### config.mk
export PLATFORM = sky130hd
export DESIGN_NAME = apple_spawn_ctrl_flat
export DESIGN_NICKNAME = d
export VERILOG_FILES = /design/src/rtl/apple_spawn_if.sv /design/src/rtl/apple_spawn_ctrl.sv /design/src/flat_wrapper.sv
export SDC_FILE = /design/constraint.sdc
export NUM_CORES = 1
export LEC_CHECK = 0
export CAP_MARGIN = 20
export CORE_MARGIN = 1
export CORE_UTILIZATION = 40
export CTS_CLUSTER_SIZE = 10
export DETAILED_ROUTE_END_ITERATION = 8
export HOLD_SLACK_MARGIN = 0.02
export PLACE_DENSITY = 0.67
export SETUP_SLACK_MARGIN = 0.1
export SYNTH_ARGS = -nofsm -noshare
export SYNTH_HDL_FRONTEND = slang
export SYNTH_SLANG_ARGS = --single-unit
### constraint.sdc
create_clock -name clk -period 2.6 [get_ports clk]
set_input_delay 0.52 -clock clk [delete_from_list [all_inputs] [get_ports clk]]
set_output_delay 0.52 -clock clk [all_outputs]
set_load 0.01 [all_outputs]
### src/rtl/apple_spawn_if.sv
`default_nettype none
// +----------------------------------------------------------------------------+
// | apple_spawn_if : body-memory read bus between the spawn controller and RAM |
// | Revision 1.0                                                                |
// +----------------------------------------------------------------------------+
interface apple_spawn_if #(
  parameter int H_LOGIC_WIDTH = 5,
  parameter int V_LOGIC_WIDTH = 5
);
  logic                     body_rd;
  logic [9:0]               body_addr;
  logic [H_LOGIC_WIDTH-1:0] body_x;
  logic [V_LOGIC_WIDTH-1:0] body_y;

  modport master (output body_rd, body_addr, input body_x, body_y);
  modport slave  (input body_rd, body_addr, output body_x, body_y);
endinterface
`default_nettype wire

### src/rtl/apple_spawn_ctrl.sv
`default_nettype none
// +----------------------------------------------------------------------------+
// | apple_spawn_ctrl : LFSR-driven apple placement, rejecting body collisions   |
// | Revision 1.0                                                                |
// +----------------------------------------------------------------------------+
module apple_spawn_ctrl #(
  parameter int                       H_LOGIC_WIDTH = 5,
  parameter int                       V_LOGIC_WIDTH = 5,
  parameter logic [V_LOGIC_WIDTH-1:0] V_LOGIC_MAX   = 5'd23,
  parameter int                       MAX_RETRY     = 15,
  parameter logic [15:0]              SEED          = 16'hACE1
) (
  input  wire logic                     clk,
  input  wire logic                     rst,
  input  wire logic                     start,
  input  wire logic [9:0]               length,
  apple_spawn_if.master                 body,
  output logic [H_LOGIC_WIDTH-1:0]      apple_x,
  output logic [V_LOGIC_WIDTH-1:0]      apple_y,
  output logic                          apple_valid,
  output logic                          busy,
  output logic                          done,
  output logic                          fail,
  output logic [H_LOGIC_WIDTH-1:0]      cand_x,
  output logic [V_LOGIC_WIDTH-1:0]      cand_y,
  output logic [3:0]                    retry_cnt
);

  localparam logic [2:0] S_IDLE = 3'd0;
  localparam logic [2:0] S_DRAW = 3'd1;
  localparam logic [2:0] S_SCAN = 3'd2;
  localparam logic [2:0] S_DONE = 3'd3;
  localparam logic [2:0] S_FAIL = 3'd4;

  localparam logic [4:0] RETRY_LIMIT = 5'(MAX_RETRY);
  localparam logic [9:0] ADDR_MAX    = 10'h3FF;

  logic [2:0]               state_q, state_d;
  logic [15:0]              lfsr_q, lfsr_d;
  logic [H_LOGIC_WIDTH-1:0] cand_x_q, cand_x_d;
  logic [V_LOGIC_WIDTH-1:0] cand_y_q, cand_y_d;
  logic [H_LOGIC_WIDTH-1:0] apple_x_q, apple_x_d;
  logic [V_LOGIC_WIDTH-1:0] apple_y_q, apple_y_d;
  logic [9:0]               len_q, len_d;
  logic [9:0]               addr_q, addr_d;
  logic                     rd_q, rd_d;
  logic                     cmp_vld_q, cmp_vld_d;
  logic [9:0]               cmp_idx_q, cmp_idx_d;
  logic [3:0]               retry_q, retry_d;
  logic                     fail_q, fail_d;
  logic                     done_q, busy_q, valid_q;

  logic                     w_fb;
  logic [H_LOGIC_WIDTH-1:0] w_draw_x;
  logic [V_LOGIC_WIDTH-1:0] w_draw_y;
  logic                     w_draw_ok;
  logic                     w_hit;
  logic                     w_last_cmp;
  logic                     w_at_limit;
  logic                     w_reject;

  assign w_fb       = lfsr_q[15] ^ lfsr_q[13] ^ lfsr_q[12] ^ lfsr_q[10];
  assign w_draw_x   = lfsr_q[H_LOGIC_WIDTH-1:0];
  assign w_draw_y   = lfsr_q[H_LOGIC_WIDTH +: V_LOGIC_WIDTH];
  assign w_draw_ok  = (w_draw_y <= V_LOGIC_MAX);
  // Returned body data lines up with the read issued one cycle earlier.
  assign w_hit      = cmp_vld_q && (body.body_x == cand_x_q) && (body.body_y == cand_y_q);
  assign w_last_cmp = cmp_vld_q && (cmp_idx_q == (len_q - 10'd1));
  assign w_at_limit = ({1'b0, retry_q} >= RETRY_LIMIT);
  assign w_reject   = ((state_q == S_DRAW) && !w_draw_ok) || ((state_q == S_SCAN) && w_hit);

  always_comb begin
    state_d   = state_q;
    lfsr_d    = {lfsr_q[14:0], w_fb};
    cand_x_d  = cand_x_q;
    cand_y_d  = cand_y_q;
    apple_x_d = apple_x_q;
    apple_y_d = apple_y_q;
    len_d     = len_q;
    addr_d    = addr_q;
    rd_d      = 1'b0;
    cmp_vld_d = 1'b0;
    cmp_idx_d = cmp_idx_q;
    retry_d   = retry_q;
    fail_d    = fail_q;

    case (state_q)
      S_IDLE: begin
        if (start) begin
          state_d = S_DRAW;
          retry_d = 4'd0;
          fail_d  = 1'b0;
        end
      end
      S_DRAW: begin
        cand_x_d = w_draw_x;
        cand_y_d = w_draw_y;
        if (w_draw_ok) begin
          len_d = length;
          if (length == 10'd0) begin
            state_d = S_DONE;
          end else begin
            state_d = S_SCAN;
            rd_d    = 1'b1;
            addr_d  = 10'd0;
          end
        end
      end
      S_SCAN: begin
        cmp_vld_d = rd_q;
        cmp_idx_d = addr_q;
        if (rd_q && (addr_q != (len_q - 10'd1)) && (addr_q != ADDR_MAX)) begin
          rd_d   = 1'b1;
          addr_d = addr_q + 10'd1;
        end
        if (w_last_cmp && !w_hit) begin
          state_d = S_DONE;
        end
      end
      S_DONE: begin
        apple_x_d = cand_x_q;
        apple_y_d = cand_y_q;
        state_d   = S_IDLE;
      end
      S_FAIL: begin
        state_d = S_IDLE;
      end
      default: begin
        state_d = S_IDLE;
      end
    endcase

    // A rejected draw or a body hit both cost one retry; in-flight reads are dropped.
    if (w_reject) begin
      rd_d      = 1'b0;
      cmp_vld_d = 1'b0;
      if (w_at_limit) begin
        state_d = S_FAIL;
        fail_d  = 1'b1;
      end else begin
        state_d = S_DRAW;
        retry_d = retry_q + 4'd1;
      end
    end
  end

  always_ff @(posedge clk or posedge rst) begin
    if (rst) begin
      state_q   <= S_IDLE;
      lfsr_q    <= SEED;
      cand_x_q  <= '0;
      cand_y_q  <= '0;
      apple_x_q <= H_LOGIC_WIDTH'(15);
      apple_y_q <= V_LOGIC_WIDTH'(15);
      len_q     <= 10'd0;
      addr_q    <= 10'd0;
      rd_q      <= 1'b0;
      cmp_vld_q <= 1'b0;
      cmp_idx_q <= 10'd0;
      retry_q   <= 4'd0;
      fail_q    <= 1'b0;
      done_q    <= 1'b0;
      busy_q    <= 1'b0;
      valid_q   <= 1'b1;
    end else begin
      state_q   <= state_d;
      lfsr_q    <= lfsr_d;
      cand_x_q  <= cand_x_d;
      cand_y_q  <= cand_y_d;
      apple_x_q <= apple_x_d;
      apple_y_q <= apple_y_d;
      len_q     <= len_d;
      addr_q    <= addr_d;
      rd_q      <= rd_d;
      cmp_vld_q <= cmp_vld_d;
      cmp_idx_q <= cmp_idx_d;
      retry_q   <= retry_d;
      fail_q    <= fail_d;
      done_q    <= (state_d == S_DONE);
      busy_q    <= (state_d != S_IDLE);
      valid_q   <= (state_d == S_IDLE);
    end
  end

  assign body.body_rd   = rd_q;
  assign body.body_addr = addr_q;
  assign apple_x        = apple_x_q;
  assign apple_y        = apple_y_q;
  assign apple_valid    = valid_q;
  assign busy           = busy_q;
  assign done           = done_q;
  assign fail           = fail_q;
  assign cand_x         = cand_x_q;
  assign cand_y         = cand_y_q;
  assign retry_cnt      = retry_q;

endmodule
`default_nettype wire

### src/flat_wrapper.sv
// flat-port wrapper written by rule: the top's interface ports become plain ports
module apple_spawn_ctrl_flat 
#(
  parameter int                       H_LOGIC_WIDTH = 5,
  parameter int                       V_LOGIC_WIDTH = 5,
  parameter logic [V_LOGIC_WIDTH-1:0] V_LOGIC_MAX   = 5'd23,
  parameter int                       MAX_RETRY     = 15,
  parameter logic [15:0]              SEED          = 16'hACE1
)
  (clk, rst, start, length, apple_x, apple_y, apple_valid, busy, done, fail, cand_x, cand_y, retry_cnt, body_body_rd, body_body_addr, body_body_x, body_body_y);
  apple_spawn_if #(.H_LOGIC_WIDTH(H_LOGIC_WIDTH), .V_LOGIC_WIDTH(V_LOGIC_WIDTH)) body_i ();
  input  wire logic clk;
  input  wire logic rst;
  input  wire logic start;
  input  wire logic [9:0] length;
  output logic [H_LOGIC_WIDTH-1:0] apple_x;
  output logic [V_LOGIC_WIDTH-1:0] apple_y;
  output logic apple_valid;
  output logic busy;
  output logic done;
  output logic fail;
  output logic [H_LOGIC_WIDTH-1:0] cand_x;
  output logic [V_LOGIC_WIDTH-1:0] cand_y;
  output logic [3:0] retry_cnt;
  output wire logic [$bits(body_i.body_rd)-1:0] body_body_rd;
  output wire logic [$bits(body_i.body_addr)-1:0] body_body_addr;
  input wire logic [$bits(body_i.body_x)-1:0] body_body_x;
  input wire logic [$bits(body_i.body_y)-1:0] body_body_y;
  assign body_body_rd = body_i.body_rd;
  assign body_body_addr = body_i.body_addr;
  assign body_i.body_x = body_body_x;
  assign body_i.body_y = body_body_y;
  apple_spawn_ctrl #(.H_LOGIC_WIDTH(H_LOGIC_WIDTH), .V_LOGIC_WIDTH(V_LOGIC_WIDTH), .V_LOGIC_MAX(V_LOGIC_MAX), .MAX_RETRY(MAX_RETRY), .SEED(SEED)) u_core (.clk(clk), .rst(rst), .start(start), .length(length), .body(body_i), .apple_x(apple_x), .apple_y(apple_y), .apple_valid(apple_valid), .busy(busy), .done(done), .fail(fail), .cand_x(cand_x), .cand_y(cand_y), .retry_cnt(retry_cnt));
endmodule
==> results by stage, run 1 <==
Status:
- The flow ran to the end, but the final reports show violations.
- The checks that failed: negative setup slack.

Global route:
- The overall fraction of global-route tracks in use is 18.22%.
- The initial antenna violation count is 0.
- The global route total overflow is 0.
- The number of global-route vias before repair came to 2,700.
- The first global-routing pass estimated 13.88 mm of wire.
- The pin count of the biggest net entering global routing is 80.

Drt:
- The detailed router finished its first iteration with 81 violations.
- The post-route antenna net violation count is 0.
- The remaining design rule violation count is 0.
- Dividing the detail-routed wire length by the instance count gives 16.31 um.
- The detailed-route via count is 2,750.
- For this block, the routed nets add up to 8.365 mm of wire.
- The first detailed-routing pass took 4 iterations.
- Dividing the detail-routed via count by the number of cells gives 5.361.

Power and ir drop:
- The register share of total power is 42.7%.
- In this run the static leakage power is 2.054 nW.
- Per report_power, the combinational group accounts for 34.3% of the total.
- The internal power of the cells totals 0.002450 W.
- The power density over cell area is 772.2 mW/mm^2.
- The largest vdd supply drop is 0.0002919 V.
- For this design the total switching power over the nets is 0.001309 W.
- In this run switching power makes up 34.82% of total power.
- The portion of total power attributed to the clock network is 23.0%.

Floorplan:
- From bottom edge to top edge, the die measures 99.15 um.
- The number of cell rows is 35.
- The standard cell core area is 0.009196 mm^2.
- The die covers 0.009830 mm^2.
- The number of I/O pins is 62.
- Once the floorplan was initialized, standard cells occupied 41.05% of the core.
- The horizontal die dimension is 99.15 um.

Cells and area:
- The share of layout cells above drive strength 1 is 27.61%.
- The area growth from synthesis to layout is 28.94%.
- The commonest non-fill, non-tap cell in the layout is sky130_fd_sc_hd__dfrtp_1.
- The final net count is 423.
- The number of standard cells in the final layout excluding fillers is 513.
- In the layout the commonest cells are sky130_fd_sc_hd__dfrtp_1 (62), sky130_fd_sc_hd__clkdlybuf4s50_1 (61), sky130_fd_sc_hd__mux2_2 (40).
- The number of antenna diodes in the final layout is 0.
- Fill cells in the final layout number 828.
- The core occupancy in the finished layout is 52.93%.

Yosys:
- After synthesis, the cell types taking the most area are sky130_fd_sc_hd__dfrtp_1 (41%), sky130_fd_sc_hd__mux2_2 (12%), sky130_fd_sc_hd__dfstp_2 (12%), sky130_fd_sc_hd__xnor2_1 (4.9%), sky130_fd_sc_hd__xor2_1 (3.2%).
- After synthesis, the share of flip-flops with an asynchronous set or reset is 100.0%.
- Summing the areas of all fa, ha and maj instances in the mapped netlist gives 0.9944% of the synthesized area.
- The summed instance area of the synthesized netlist is 0.003775 mm^2.
- The main flop type after synthesis is sky130_fd_sc_hd__dfrtp_1.
- The area fraction in compound gates after synthesis is 8.121%.
- Of the post-synthesis cell area, the part taken by muxes is 12.73%.
- The Yosys warning count is 0.
- The number of nets in the synthesized netlist is 343.
- In this run, synthesis inferred 0 flip-flops with an integrated enable.
- The top cell type by area accounts for 41.10% of the synthesized area.
- The xor/xnor share of the synthesized area is 8.750%.
- The simple-gate area share of the yosys netlist is 13.95%.
- For this run, the register share of the synthesized area comes to 52.93%.
- The average footprint of a synthesized cell is 11.91 um^2.
- By area, the combinational part of the netlist is dominated by simple AND/OR/NAND/NOR gates.
- Counting every instance in the synthesized netlist gives 317.
- The flop and latch count out of synthesis is 79.
- The cell taking the most area after synthesis is sky130_fd_sc_hd__dfrtp_1.
- Synthesis instantiated 58 different standard cells from the library.

Placement:
- The post-DP HPWL is 5.859 mm.
- During placement, the flow inserted port buffers numbering 61.
- The final weighted congestion in routability-driven placement is 0.8505.
- Including well taps, the total number of placed cells is 493.
- The worst slack after detailed placement is -0.03394 ns.

STA:
- The post-layout minimum cycle time is 2.675 ns.
- Timing would allow up to 0.3738 GHz.
- On the final layout, the worst clock skew is 0.01057 ns.
- For the pin with the worst max-slew slack, the measured transition is 0.5984 ns.
- In the post-route analysis, the smallest setup slack over all paths is -0.07545 ns.
- Setup violations remaining at the end of the flow were counted as 9.
- The number of pins exceeding their max-slew limit in the final report came to 0.
- The share of the clock period used by the worst path is 102.9%.
- The final count of hold timing violations came to 0.
- Setup repair after global routing could not meet its margin everywhere.
- Headroom to the max-slew limit came out at 60.11%.
- The hold slack is 0.3647 ns.

Min path:
- The min-delay analysis places its worst path in the category flop to flop.
- The launch point of the worst hold path is u_core.lfsr_q[14].

Clock tree:
- The clock-pin transition on the worst setup and hold timing paths is 0.09 ns.
- At the later pin of the worst-skew pair, clock insertion delay measures 0.35 ns.
- TritonCTS built the clock tree.
- The number of hold buffers added after CTS is 0.
- The number of buffers created by CTS is 9.
- The H-tree depth is 3.
- No sink is reached through more buffers than the 2 on the longest clock path.
- The clock root buffer is sky130_fd_sc_hd__clkbuf_8.
- The tree built by TritonCTS fans out to 79 sinks.

Worst setup path:
- The required time of the critical path is 2.87 ns.
- The endpoint identified for the worst register-to-register timing path is u_core.body.body_addr[9].
- The worst setup path category is flop to flop.
- The maximum fanout along the worst path is 7.
- For the worst setup path, the data arrival time is 2.95 ns.
- STA classifies the critical path startpoint as a flop.
- Across all register-to-register paths, the minimum setup slack is -0.08 ns.
- Tracing the worst setup path back leads to its startpoint at u_core.len_q[1].
- STA classifies the critical path endpoint as a flop.
- The number of cell instances on the worst register-to-register path is 10.
- In this run the critical register-to-register path is launched from u_core.len_q[1].
- The timing endpoint of the critical path is u_core.body.body_addr[9].

Run:
- The total of max-cap violations is 0.
## registers in the layout, indices dropped and copies added, names as in the netlist, 3 cells and up
register               cells
u_core.lfsr_q             16
u_core.body.body_addr     10
u_core.len_q              10
u_core.cmp_idx_q          10
u_core.apple_x             5
u_core.state_q             3
u_core.cand_x              5
u_core.cand_y              5
u_core.retry_cnt           4
u_core.apple_y             5
## power groups by stage
stage	Sequential [W]	Combinational [W]	Clock (W)
global placement	0.00162	0.00122	0
global route	0.00163	0.00140	0.000942
floorplan	0.00157	0.000896	0
CTS	0.00161	0.00126	0.000894
finish	0.00160	0.00129	0.000866
detailed placement	0.00163	0.00124	0
## metrics by stage
stage               instance area [um^2]  setup TNS (ns)  power [W]
finish                              4867         -0.2690   0.003758
floorplan                           3779               0   0.002463
CTS                                 4808         -0.1206   0.003756
global route                        4867          -1.497   0.003977
global placement                    4588               0   0.002846
detailed placement                  4588        -0.09866   0.002866
## logic make-up after synthesis
group                      count (synthesis)
DFF                                       79
xor gates and xnor gates                  36
adders and majority gates                  3
AOI/OAI and AO/OA                         46
muxes                                     43
and+or+nand+nor                           91
buffers and inverters                     19
## worst max-delay path, stage by stage, from the launching register on
cell	delay, ns
sky130_fd_sc_hd__dfrtp_1	0.40
sky130_fd_sc_hd__inv_1	0.06
sky130_fd_sc_hd__ha_2	0.17
sky130_fd_sc_hd__or3b_4	0.42
sky130_fd_sc_hd__nor3_4	0.23
sky130_fd_sc_hd__a21oi_1	0.10
sky130_fd_sc_hd__o221a_1	0.25
sky130_fd_sc_hd__o2111a_2	0.21
sky130_fd_sc_hd__buf_12	0.15
sky130_fd_sc_hd__or4_1	0.46
sky130_fd_sc_hd__a21oi_1	0.15
## area by class of cell
class                           count  area, um^2  area share [%]
Sequential cell                    79        1998           41.05
Tap cell                          111       138.9           2.853
Multi-Input combinational cell    219        1727           35.48
Inverter                            8       33.78          0.6941
Clock inverter                      6       50.05           1.028
Clock buffer                       10       137.6           2.828
Timing Repair Buffer               80       782.0           16.07
## metal layers
metal	vias up	share of wire (%)	track usage, %
li1	1303	-	-
met5	-	0	0
met1	1367	46	24.21
met2	72	48	29.53
met4	0	1.1	4.186
met3	8	5.3	5.481
## worst min-delay path by stage
stage	endpoint	slack [ns]	cells after the start
final	u_core.lfsr_q[15]	0.36	0
after global routing	u_core.lfsr_q[6]	0.37	0
after CTS	u_core.lfsr_q[15]	0.37	0
after detailed placement	u_core.lfsr_q[15]	0.35	0
after global placement	u_core.lfsr_q[15]	0.34	0
after floorplan	u_core.lfsr_q[15]	0.33	0
## cell usage after synthesis (2+ instances only)
master	instances
sky130_fd_sc_hd__nor4_1	3
sky130_fd_sc_hd__inv_1	8
sky130_fd_sc_hd__buf_6	2
sky130_fd_sc_hd__or3_2	2
sky130_fd_sc_hd__nand2_1	13
sky130_fd_sc_hd__a211oi_1	2
sky130_fd_sc_hd__or4_1	3
sky130_fd_sc_hd__and3_1	3
sky130_fd_sc_hd__xor2_1	14
sky130_fd_sc_hd__ha_1	3
sky130_fd_sc_hd__o211ai_1	4
sky130_fd_sc_hd__nand4_1	6
sky130_fd_sc_hd__o31ai_1	6
sky130_fd_sc_hd__o21ai_1	2
sky130_fd_sc_hd__clkbuf_1	3
sky130_fd_sc_hd__nor2_1	15
sky130_fd_sc_hd__mux2i_1	3
sky130_fd_sc_hd__nand3b_1	4
sky130_fd_sc_hd__o21ai_0	6
sky130_fd_sc_hd__mux2_2	40
sky130_fd_sc_hd__buf_2	3
sky130_fd_sc_hd__nor2b_1	2
sky130_fd_sc_hd__xnor2_1	21
sky130_fd_sc_hd__dfrtp_1	62
sky130_fd_sc_hd__nand2b_1	3
sky130_fd_sc_hd__o31a_1	2
sky130_fd_sc_hd__nand3_1	16
sky130_fd_sc_hd__a31oi_1	3
sky130_fd_sc_hd__a21oi_1	12
sky130_fd_sc_hd__nor3_1	4
sky130_fd_sc_hd__and2_1	4
sky130_fd_sc_hd__dfstp_2	17
## timing repair
item,CTS,global route
endpoints found under the setup margin,11,11
buffers inserted,1,3
pin swaps,1,7
resized for setup,3,8
(Power assumes the default switching activity.)
==> run 2, diff against run 1 <==
--- a/config.mk
+++ b/config.mk
@@ -5,6 +5,7 @@
 export SDC_FILE = /design/constraint.sdc
 export NUM_CORES = 1
 export LEC_CHECK = 0
+export ABC_AREA = 0
 export CAP_MARGIN = 20
 export CORE_MARGIN = 1
 export CORE_UTILIZATION = 40
==> results of run 2 <==
Final layout, timing and power as in run 1 (identical DEF).
==> run 3, diff against run 2 <==
==> constraint.sdc (replaced) <==
create_clock -name clk -period 2.6 [get_ports clk]
set_input_delay 0.52 -clock clk [delete_from_list [all_inputs] [get_ports clk]]
set_output_delay 0.52 -clock clk [all_outputs]
set_load 0.005 [all_outputs]
==> results by stage, run 3 (same netlist as run 1, synthesis figures left out) <==
Power and ir drop:
- The fraction of power spent switching nets was 32.86% (was 34.82%).
- The combinational group share of total power is 33.2% (was 34.3%).
- The total chip power came to 0.003837 W (was 0.003758 W).
- The largest vdd supply drop is 0.0003735 V (was 0.0002919 V).
- The power density over cell area is 788.4 mW/mm^2 (was 772.2 mW/mm^2).
- The static leakage is 2.058 nW (was 2.054 nW).
- The reported net switching power was 0.001261 W (was 0.001309 W).
- The internal power of the cells is 0.002576 W (was 0.002450 W).
- The register share of total power is 42.0% (was 42.7%).
- The portion of total power attributed to the clock network is 24.8% (was 23.0%).

Floorplan:
- The standard cell core area is 0.009196 mm^2 (unchanged).
- The number of I/O pins was 62 (unchanged).
- The horizontal die dimension came to 99.15 um (unchanged).
- The area of the die was 0.009830 mm^2 (unchanged).
- The number of cell rows was 35 (unchanged).
- The overall die height is 99.15 um (unchanged).
- The initial core utilization is 41.05% (unchanged).

STA:
- The final count of hold timing violations is 0 (unchanged).
- The actual transition at the worst max-transition pin is 0.5900 ns (was 0.5984 ns).
- The total setup violations reported at the end of the flow came to 0 (was 9).
- The share of the clock period used by the worst path is 97.87% (was 102.9%).
- The total negative slack was 0 ns (was -0.2690 ns).
- The hold slack is 0.3636 ns (was 0.3647 ns).
- The worst max-slew margin expressed relative to the limit is 60.55% (was 60.11%).
- The worst-case clock skew is 0.01055 ns (was 0.01057 ns).
- The post-layout minimum cycle time came to 2.545 ns (was 2.675 ns).
- The timing-limited maximum frequency is 0.3930 GHz (was 0.3738 GHz).
- The number of pins exceeding their max-slew limit in the final report is 0 (unchanged).
- Unrepaired setup endpoints after global routing: yes (unchanged).

Worst setup path:
- The slack of the worst reg-to-reg path is 0.06 ns (was -0.08 ns).
- Critical-path cell list: inv_1, ha_2, or3b_4, and3b_1, or4_4, nor4_4, o2111a_2, buf_6, or4_1, a21oi_2 (was inv_1, ha_2, or3b_4, nor3_4, a21oi_1, o221a_1, o2111a_2, buf_12, or4_1, a21oi_1).
- The slowest library cell on the worst path is sky130_fd_sc_hd__or4_4 (was sky130_fd_sc_hd__or4_1).
- The nature of the critical path endpoint was a flop (unchanged).
- The maximum fanout along the worst path was 10 (was 7).
- The type of origin of the critical path is a flop (unchanged).
- The worst setup path category is flop to flop (unchanged).
- The delay of the slowest cell on the worst path is 0.49 ns (was 0.46 ns).
- The required time of the critical path came to 2.82 ns (was 2.87 ns).
- The arrival time reported for the critical path endpoint is 2.76 ns (was 2.95 ns).

Global route:
- The overall fraction of global-route tracks in use was 18.23% (was 18.22%).
- The pin count of the biggest net entering global routing is 80 (unchanged).
- The initial antenna violation count is 0 (unchanged).
- The first-pass GRT wire length is 13.95 mm (was 13.88 mm).
- The global route total overflow was 0 (unchanged).
- The number of global-route vias before repair is 2,823 (was 2,700).

Cells and area:
- The flip-flop count of the largest register, all copies and words added was 16 (unchanged).
- The final net count came to 422 (was 423).
- The area occupied by multi-input gates is 0.001715 mm^2 (was 0.001727 mm^2).
- The final standard cell area without fillers was 0.004867 mm^2 (unchanged).
- The commonest non-fill, non-tap cell in the layout is sky130_fd_sc_hd__dfrtp_1 (unchanged).
- The share of layout cells above drive strength 1 is 26.68% (was 27.61%).
- The area growth from synthesis to layout was 28.94% (unchanged).
- The area occupied by registers is 0.001998 mm^2 (unchanged).
- The register bank with the most flops is u_core.lfsr_q (unchanged).
- The antenna cell count is 0 (unchanged).
- Most frequent cells in the layout: sky130_fd_sc_hd__dfrtp_1 (62), sky130_fd_sc_hd__clkdlybuf4s50_1 (61), sky130_fd_sc_hd__mux2_2 (40) (unchanged).
- The number of fill cells in the layout came to 843 (was 828).

Clock tree:
- The number of buffers created by CTS is 9 (unchanged).
- The clock tree from TritonCTS is yes (unchanged).
- The total number of clock tree sinks was 79 (unchanged).
- The clock-pin transition on the worst setup and hold timing paths is 0.08 ns (was 0.09 ns).
- The H-tree depth is 3 (unchanged).
- The maximum number of buffers from clock root to sink is 2 (unchanged).
- The source-to-sink clock delay at the later pin of the worst-skew pair is 0.35 ns (about the same).
- The clock root buffer is sky130_fd_sc_hd__clkbuf_8 (unchanged).

Min path:
- The class of the most critical hold timing path is flop to flop (unchanged).

Drt:
- The detailed-route via count was 2,730 (was 2,750).
- The initial detailed-routing violation count came to 85 (was 81).
- The number of detailed-routing iterations run before antenna repair is 4 (unchanged).
- The average wire per standard cell is 15.89 um (was 16.31 um).
- The total length of routed wires is 8.134 mm (was 8.365 mm).
- The post-route antenna net violation count was 0 (unchanged).
- The remaining design rule violation count is 0 (unchanged).
- The via density per instance came to 5.332 (was 5.361).

Placement:
- The count of buffers inserted at the top-level ports is 61 (unchanged).
- The total cell area at the placement stage is 0.004596 mm^2 (was 0.004588 mm^2).
- The post-DP HPWL is 5.761 mm (was 5.859 mm).
- The final weighted congestion in routability-driven placement is 0.8619 (was 0.8505).

Status:
- Status: completed (was complete, but fails checks).

Run:
- The total of max-cap violations was 0 (unchanged).
run 3: cell count changes in the layout (fill, tap and decap cells not counted), sizes merged:
cell / before / now
inv: 11 / 8
clkinv: 0 / 2
buf: 19 / 18
bufinv: 0 / 1
clkbuf: 10 / 11
clkinvlp: 3 / 2
run 3: final timing paths:
check                      depth (start not counted)                        to              start
hold / removal                                     0         u_core.lfsr_q[15]  u_core.lfsr_q[14]
hold reg to reg                                    0         u_core.lfsr_q[15]  u_core.lfsr_q[14]
min in group asynchronous                          3         u_core.lfsr_q[14]                rst
setup / recovery                                  10  u_core.body.body_addr[5]    u_core.len_q[0]
max in group asynchronous                          3        u_core.apple_valid                rst
setup reg to reg                                  10  u_core.body.body_addr[5]    u_core.len_q[0]
run 3: critical path: cells and delay by family, from the launching register on:
family          cells  cell delay (ns)
fa+ha+maj           1             0.16
buf+inv             2             0.20
compound gates      2             0.32
flops               1             0.38
simple gates        5             1.36
run 3: layout make-up:
cell class	instances	share of cell area (%)
Sequential cell	79	41.05
Multi-Input combinational cell	219	35.24
Timing Repair Buffer	79	15.73
Clock buffer	11	3.111
Tap cell	111	2.853
Clock inverter	5	1.311
Inverter	8	0.6941
run 3: what timing repair did:
item | 4_1_cts | 5_1_grt
setup endpoints to repair | 10 | 11
hold buffers | 0 | 0
hold endpoints to repair | 0 | 0
pin swaps | 1 | 3
gates resized for setup | 4 | 5
setup buffers | 2 | 0
run 3: per-stage QoR:
stage / worst slack, ns / utilization (%) / instances
floorplan: 0.01790 / - / 317
global placement: 0.09162 / 49.97 / 494
detailed placement: 0.02186 / 49.97 / 494
CTS: 0.07215 / 52.71 / 512
global route: -0.08338 / 52.93 / 512
finish: 0.05540 / 52.93 / 512
run 3: routing by layer:
layer  GRT usage [%]  vias up  wire, um
met3           5.762        8       469
met2           30.12       69      3956
li1                -     1303         -
met5               0        -         0
met1           23.55     1350      3630
met4           4.186        0        78
run 3: power by group through the flow:
stage	logic [W]	registers (W)	clock network, W
6_report	0.00127	0.00161	0.000952
5_1_grt	0.00139	0.00164	0.00103
4_1_cts	0.00126	0.00161	0.000989
3_5_place_dp	0.00121	0.00163	0
3_3_place_gp	0.00121	0.00163	0
2_1_floorplan	0.000896	0.00155	0
